<file path="src/rtl/inst_fetch_queue_pkg.sv">
// Shared fetch-side types and constants for the
// instruction prefetch queue.
package inst_fetch_queue_pkg;

  localparam int FETCH_Q_DEPTH = 4;
  localparam logic [31:0] NOP_INS = 32'h0;

  typedef struct packed {
    logic [31:0] pc;
    logic [31:0] ins;
    logic        exc;
  } fetch_entry_t;

endpackage

</file>
<file path="src/rtl/fetch_fifo_mem.sv">
// Entry storage for the fetch queue: one write port,
// one combinational read port, data is not reset.
module fetch_fifo_mem
  import inst_fetch_queue_pkg::*;
#(
  parameter int DEPTH = FETCH_Q_DEPTH,
  parameter int AW    = $clog2(DEPTH)
) (
  input  logic         clk,
  input  logic         we,
  input  logic [AW-1:0] waddr,
  input  fetch_entry_t wdata,
  input  logic [AW-1:0] raddr,
  output fetch_entry_t rdata
);

  fetch_entry_t mem_q [DEPTH];

  always_ff @(posedge clk) begin
    if (we) begin
      mem_q[waddr] <= wdata;
    end
  end

  assign rdata = mem_q[raddr];

endmodule

</file>
<file path="src/rtl/inst_fetch_queue.sv">
// Prefetch buffer between icache responses and decode,
// with credit flow control and redirect flushing.
module inst_fetch_queue
  import inst_fetch_queue_pkg::*;
#(
  parameter int DEPTH = FETCH_Q_DEPTH,
  parameter int CW    = $clog2(DEPTH+1)
) (
  input  logic          clk,
  input  logic          resetn,
  input  logic          flush,
  input  logic          req_fire,
  output logic          req_allow,
  input  logic          resp_valid,
  input  logic [31:0]   resp_pc,
  input  logic [31:0]   resp_ins,
  input  logic          resp_exc,
  output logic          out_valid,
  input  logic          out_ready,
  output logic [31:0]   out_pc,
  output logic [31:0]   out_ins,
  output logic          out_exc,
  output logic [CW-1:0] count
);

  localparam int AW = $clog2(DEPTH);

  logic [AW-1:0] rd_ptr_q, rd_ptr_d;
  logic [AW-1:0] wr_ptr_q, wr_ptr_d;
  logic [CW-1:0] count_q, count_d;
  logic [CW-1:0] pending_q, pending_d;
  logic [CW-1:0] discard_q, discard_d;
  fetch_entry_t  head_q, head_d;
  fetch_entry_t  wr_entry, rd_entry;
  logic          push, pop;

  assign req_allow = ({1'b0, count_q} + {1'b0, pending_q})
                     < (CW+1)'(DEPTH);
  assign out_valid = (count_q != '0);
  assign count     = count_q;
  assign out_pc    = head_q.pc;
  assign out_ins   = head_q.ins;
  assign out_exc   = head_q.exc;

  assign pop  = out_valid & out_ready & ~flush;
  assign push = resp_valid & (discard_q == '0) & ~flush;

  assign wr_entry.pc  = resp_pc;
  assign wr_entry.ins = resp_exc ? NOP_INS : resp_ins;
  assign wr_entry.exc = resp_exc;

  always_comb begin
    rd_ptr_d  = rd_ptr_q;
    wr_ptr_d  = wr_ptr_q;
    count_d   = count_q;
    discard_d = discard_q;
    head_d    = head_q;
    pending_d = pending_q + CW'(req_fire) - CW'(resp_valid);
    if (flush) begin
      rd_ptr_d  = '0;
      wr_ptr_d  = '0;
      count_d   = '0;
      discard_d = pending_q - CW'(resp_valid);
    end else begin
      if (resp_valid && discard_q != '0) begin
        discard_d = discard_q - CW'(1);
      end
      if (push) begin
        wr_ptr_d = wr_ptr_q + AW'(1);
      end
      if (pop) begin
        rd_ptr_d = rd_ptr_q + AW'(1);
      end
      count_d = count_q + CW'(push) - CW'(pop);
      // Next head may be the slot being written this cycle
      if (count_d != '0) begin
        head_d = (push && wr_ptr_q == rd_ptr_d) ? wr_entry
                                                : rd_entry;
      end
    end
  end

  always_ff @(posedge clk or negedge resetn) begin
    if (!resetn) begin
      rd_ptr_q  <= '0;
      wr_ptr_q  <= '0;
      count_q   <= '0;
      pending_q <= '0;
      discard_q <= '0;
      head_q    <= '0;
    end else begin
      rd_ptr_q  <= rd_ptr_d;
      wr_ptr_q  <= wr_ptr_d;
      count_q   <= count_d;
      pending_q <= pending_d;
      discard_q <= discard_d;
      head_q    <= head_d;
    end
  end

  fetch_fifo_mem #(
    .DEPTH (DEPTH),
    .AW    (AW)
  ) u_mem (
    .clk   (clk),
    .we    (push),
    .waddr (wr_ptr_q),
    .wdata (wr_entry),
    .raddr (rd_ptr_d),
    .rdata (rd_entry)
  );

  always @(posedge clk) begin
    if (resetn) begin
      assert (!(req_fire && !req_allow));
      assert (!(push && !pop && count_q == CW'(DEPTH)));
    end
  end

endmodule

</file>
<file path="config.mk">
export PLATFORM = sky130hd
export DESIGN_NAME = inst_fetch_queue
export DESIGN_NICKNAME = d
export VERILOG_FILES = /design/src/rtl/inst_fetch_queue_pkg.sv /design/src/rtl/fetch_fifo_mem.sv /design/src/rtl/inst_fetch_queue.sv
export SDC_FILE = /design/constraint.sdc
export NUM_CORES = 1
export LEC_CHECK = 0
export CORE_UTILIZATION = 30
export CTS_CLUSTER_DIAMETER = 100
export CTS_CLUSTER_SIZE = 40
export DETAILED_ROUTE_END_ITERATION = 10
export GPL_ROUTABILITY_DRIVEN = 0
export SLEW_MARGIN = 40
export SYNTH_ARGS = -nofsm -noshare
export SYNTH_HDL_FRONTEND = slang
export SYNTH_SLANG_ARGS = --single-unit
</file>
<file path="constraint.sdc">
create_clock -name clk -period 9.5 [get_ports clk]
set_input_delay 0.95 -clock clk [delete_from_list [all_inputs] [get_ports clk]]
set_output_delay 0.95 -clock clk [all_outputs]
set_load 0.05 [all_outputs]
</file>
==> flow_summary.toml <==
[clock_tree]
tritoncts = "built"
post_cts.repair.setup_buffers = 0
cts_hold_buf = 0
cts_num_sinks = 338
ctsResizeCount = 0
numCtsBuffers = 12
cts_htree_levels = 1
clockBufferDepth = 3
clk_latency_ns = 0.52
clockRootBuffer = "clkbuf_16"
path_clk_slew_ns = 0.14

[synth]
synth.cell_area_um2 = 14000
ys_warn_count = 0
dominantRegCellSynth = "edfxtp_1"
synthArstFlopShare_pct = 23.1
yosys.cell_types.count = 46
synth-edff-count = 260
ys_seq_elements = 338
postSynthCellCount = 971
synth-seq-area-share_pct = 69.6
synthesis.nets = 1058
syn_area_per_cell_um2 = 14.4

[sta]
fmax_ghz = 0.209
finalSetupTns_ns = 0
setup_viol = 0
finalMaxSlewViolations = 0
clock-skew-final_ns = 0.0179
period_share_pct = 50.3
worst_pin_slew_ns = 0.814
rsz0062_at_grt = "no"
holdWs_ns = 0.267
period_minus_slack_ns = 4.78
relSlewSlack_pct = 45.7
hold_viol = 0

[layout]
nets = 1152
nFillCells = 4306
fin_area_um2 = 16500
syn_to_final_growth_pct = 17.9
drive_above_1_share_pct = 6.82
fin_cells = 1672

[detailed_routing]
post-route-drc-count = 0
antenna_left = 0
wl_mm = 37.8
drtIter0Drc = 713
vias_per_cell = 5.36
firstDrtPassIters = 5
wl_per_cell_um = 22.6
vias = 8959

[setup_path]
worst-r2r-setup-slack_ns = 5.09
critPathLaunchType = "input pin"
r2r-end = "out_pc[26]$_DFFE_PN0P_"
crit_required_ns = 9.95
crit_start = "resp_valid"
end_kind = "flip-flop"
ff2ff_path_depth = 16
reg2reg_from = "discard_q[0]$_DFFE_PN0P_"
worstSetupPathType = "in2reg"
cp.arrival_ns = 5.23
cp_max_fo = 33

[grt]
grt_max_degree = 94
grt_pass1_vias = 8950
grt_util_all_layers_pct = 15.6
grt_overflow = 0
grt_pass1_wl_mm = 56.6
antenna_found_initial = 1

[die]
fp.dieW_um = 218
core-area_um2 = 45800
rows = 78
initial_core_util_pct = 30.6
pin_count = 141
die_h_um = 218
dieArea_um2 = 47600

[power_and_ir_drop]
finalPower_mw = 4.86
ir_drop_mv = 0.230
power_density_nw_per_um2 = 294
static-leakage-power_nw = 5.44

[placement]
dpl.cell_count = 1651
dp_hpwl_mm = 21.1
port_buffers = 140
dpl-instance-area_um2 = 16200

[hold_path]
hold_path.class = "in2async"

[flow_run]
drv_cap = 0

[run_status]
status = "complete, no violations"
## metrics by stage
| step | util, % | setup WS, ns |
|---|---|---|
| global placement | 35.1 | 3.88 |
| floorplan | - | 5.20 |
| CTS | 36.1 | 4.72 |
| detailed placement | 35.3 | 4.15 |
| finish | 36.1 | 4.72 |
| global route | 36.1 | 4.42 |
## metal layers
layer / track usage [%] / part of all wire (%)
met5: 0 / 0
met4: 2.56 / 1.2
met1: 21.2 / 43
met2: 26.7 / 50
met3: 2.16 / 5.7
## layout by cell type (no fill, tap or decap), types with 7 or more instances in the layout
cell	n
inv_1	15
buf_4	15
dfrtp_1	77
o21ai_0	42
a41oi_1	26
nor2_1	14
nand3_1	41
clkdlybuf4s50_1	138
edfxtp_1	260
a221oi_1	26
a32oi_1	33
a221o_1	33
ha_1	14
clkbuf_16	13
a211oi_1	59
nor2b_1	91
xnor2_1	7
nand2_1	37
and3_1	27
o31ai_1	26
## Yosys cell counts (28+ instances only)
master    instances  area share, %
a211oi_1         59            3.2
a221o_1          33            2.4
a32oi_1          33            2.1
and3_1           28            1.2
clkbuf_1         61            1.6
dfrtp_1          78             14
edfxtp_1        260             56
nand2_1          39            1.0
nand3_1          41            1.5
nor2b_1          92            4.1
o21ai_0          42            1.5
## cells by family (layout without fill, tap and decap cells)
family	count (synthesis)	in the layout	share of synthesized area (%)
flip-flops	338	338	69.6
AO/OA/AOI/OAI	270	270	15.3
AND/OR/NAND/NOR	225	225	8.89
buffers and inverters	100	200	3.01
adder cells (fa/ha/maj)	16	16	1.53
XOR/XNOR	15	15	1.09
multiplexers	7	7	0.553
other	0	1	0
## how the worst max path moves through the flow
stage / to / slack, ns / depth (start not counted)
3_3_place_gp: out_pc[10]$_DFFE_PN0P_ / 3.88 / 14
6_report: out_pc[26]$_DFFE_PN0P_ / 4.72 / 15
4_1_cts: out_pc[26]$_DFFE_PN0P_ / 4.72 / 15
2_1_floorplan: out_exc$_DFFE_PN0P_ / 5.20 / 17
3_5_place_dp: out_pc[26]$_DFFE_PN0P_ / 4.15 / 15
5_1_grt: out_pc[29]$_DFFE_PN0P_ / 4.42 / 15
## critical path, cell delays in order
cell	delay (ns)
clkdlybuf4s50_1	0.55
nand3b_1	0.17
nor2_1	0.30
inv_1	0.22
ha_1	0.33
inv_1	0.05
ha_1	0.13
inv_1	0.05
fa_1	0.37
xnor3_1	0.24
a31oi_4	0.22
nor3b_4	0.20
buf_4	0.36
and3_2	0.79
a221o_1	0.28
## final cells by class
type	instances	area (um^2)	share of cell area, %
sequential	338	9760	59.0
multi-input combinational	533	3930	23.8
timing repair buffer	163	1650	9.98
tap	600	751	4.54
clock buffer	18	354	2.14
inverter	17	65.1	0.393
clock inverter	2	25.0	0.151
antenna	1	2.50	0.0151
## power by group
part           switching (mW)  total [mW]  internal, mW  leakage, nW
clock                   0.436       0.706         0.270        0.184
combinational            1.40        2.20         0.799         1.93
sequential              0.150        1.95          1.80         3.32
## flip-flops by register name, indices dropped and copies added (netlist names)
signal / count
discard_q: 3
out_exc: 1
u_mem.mem_q: 260
pending_q: 3
out_pc: 32
wr_ptr_q: 2
rd_ptr_q: 2
out_ins: 32
count: 3
Power figures use the tool's default switching activity.
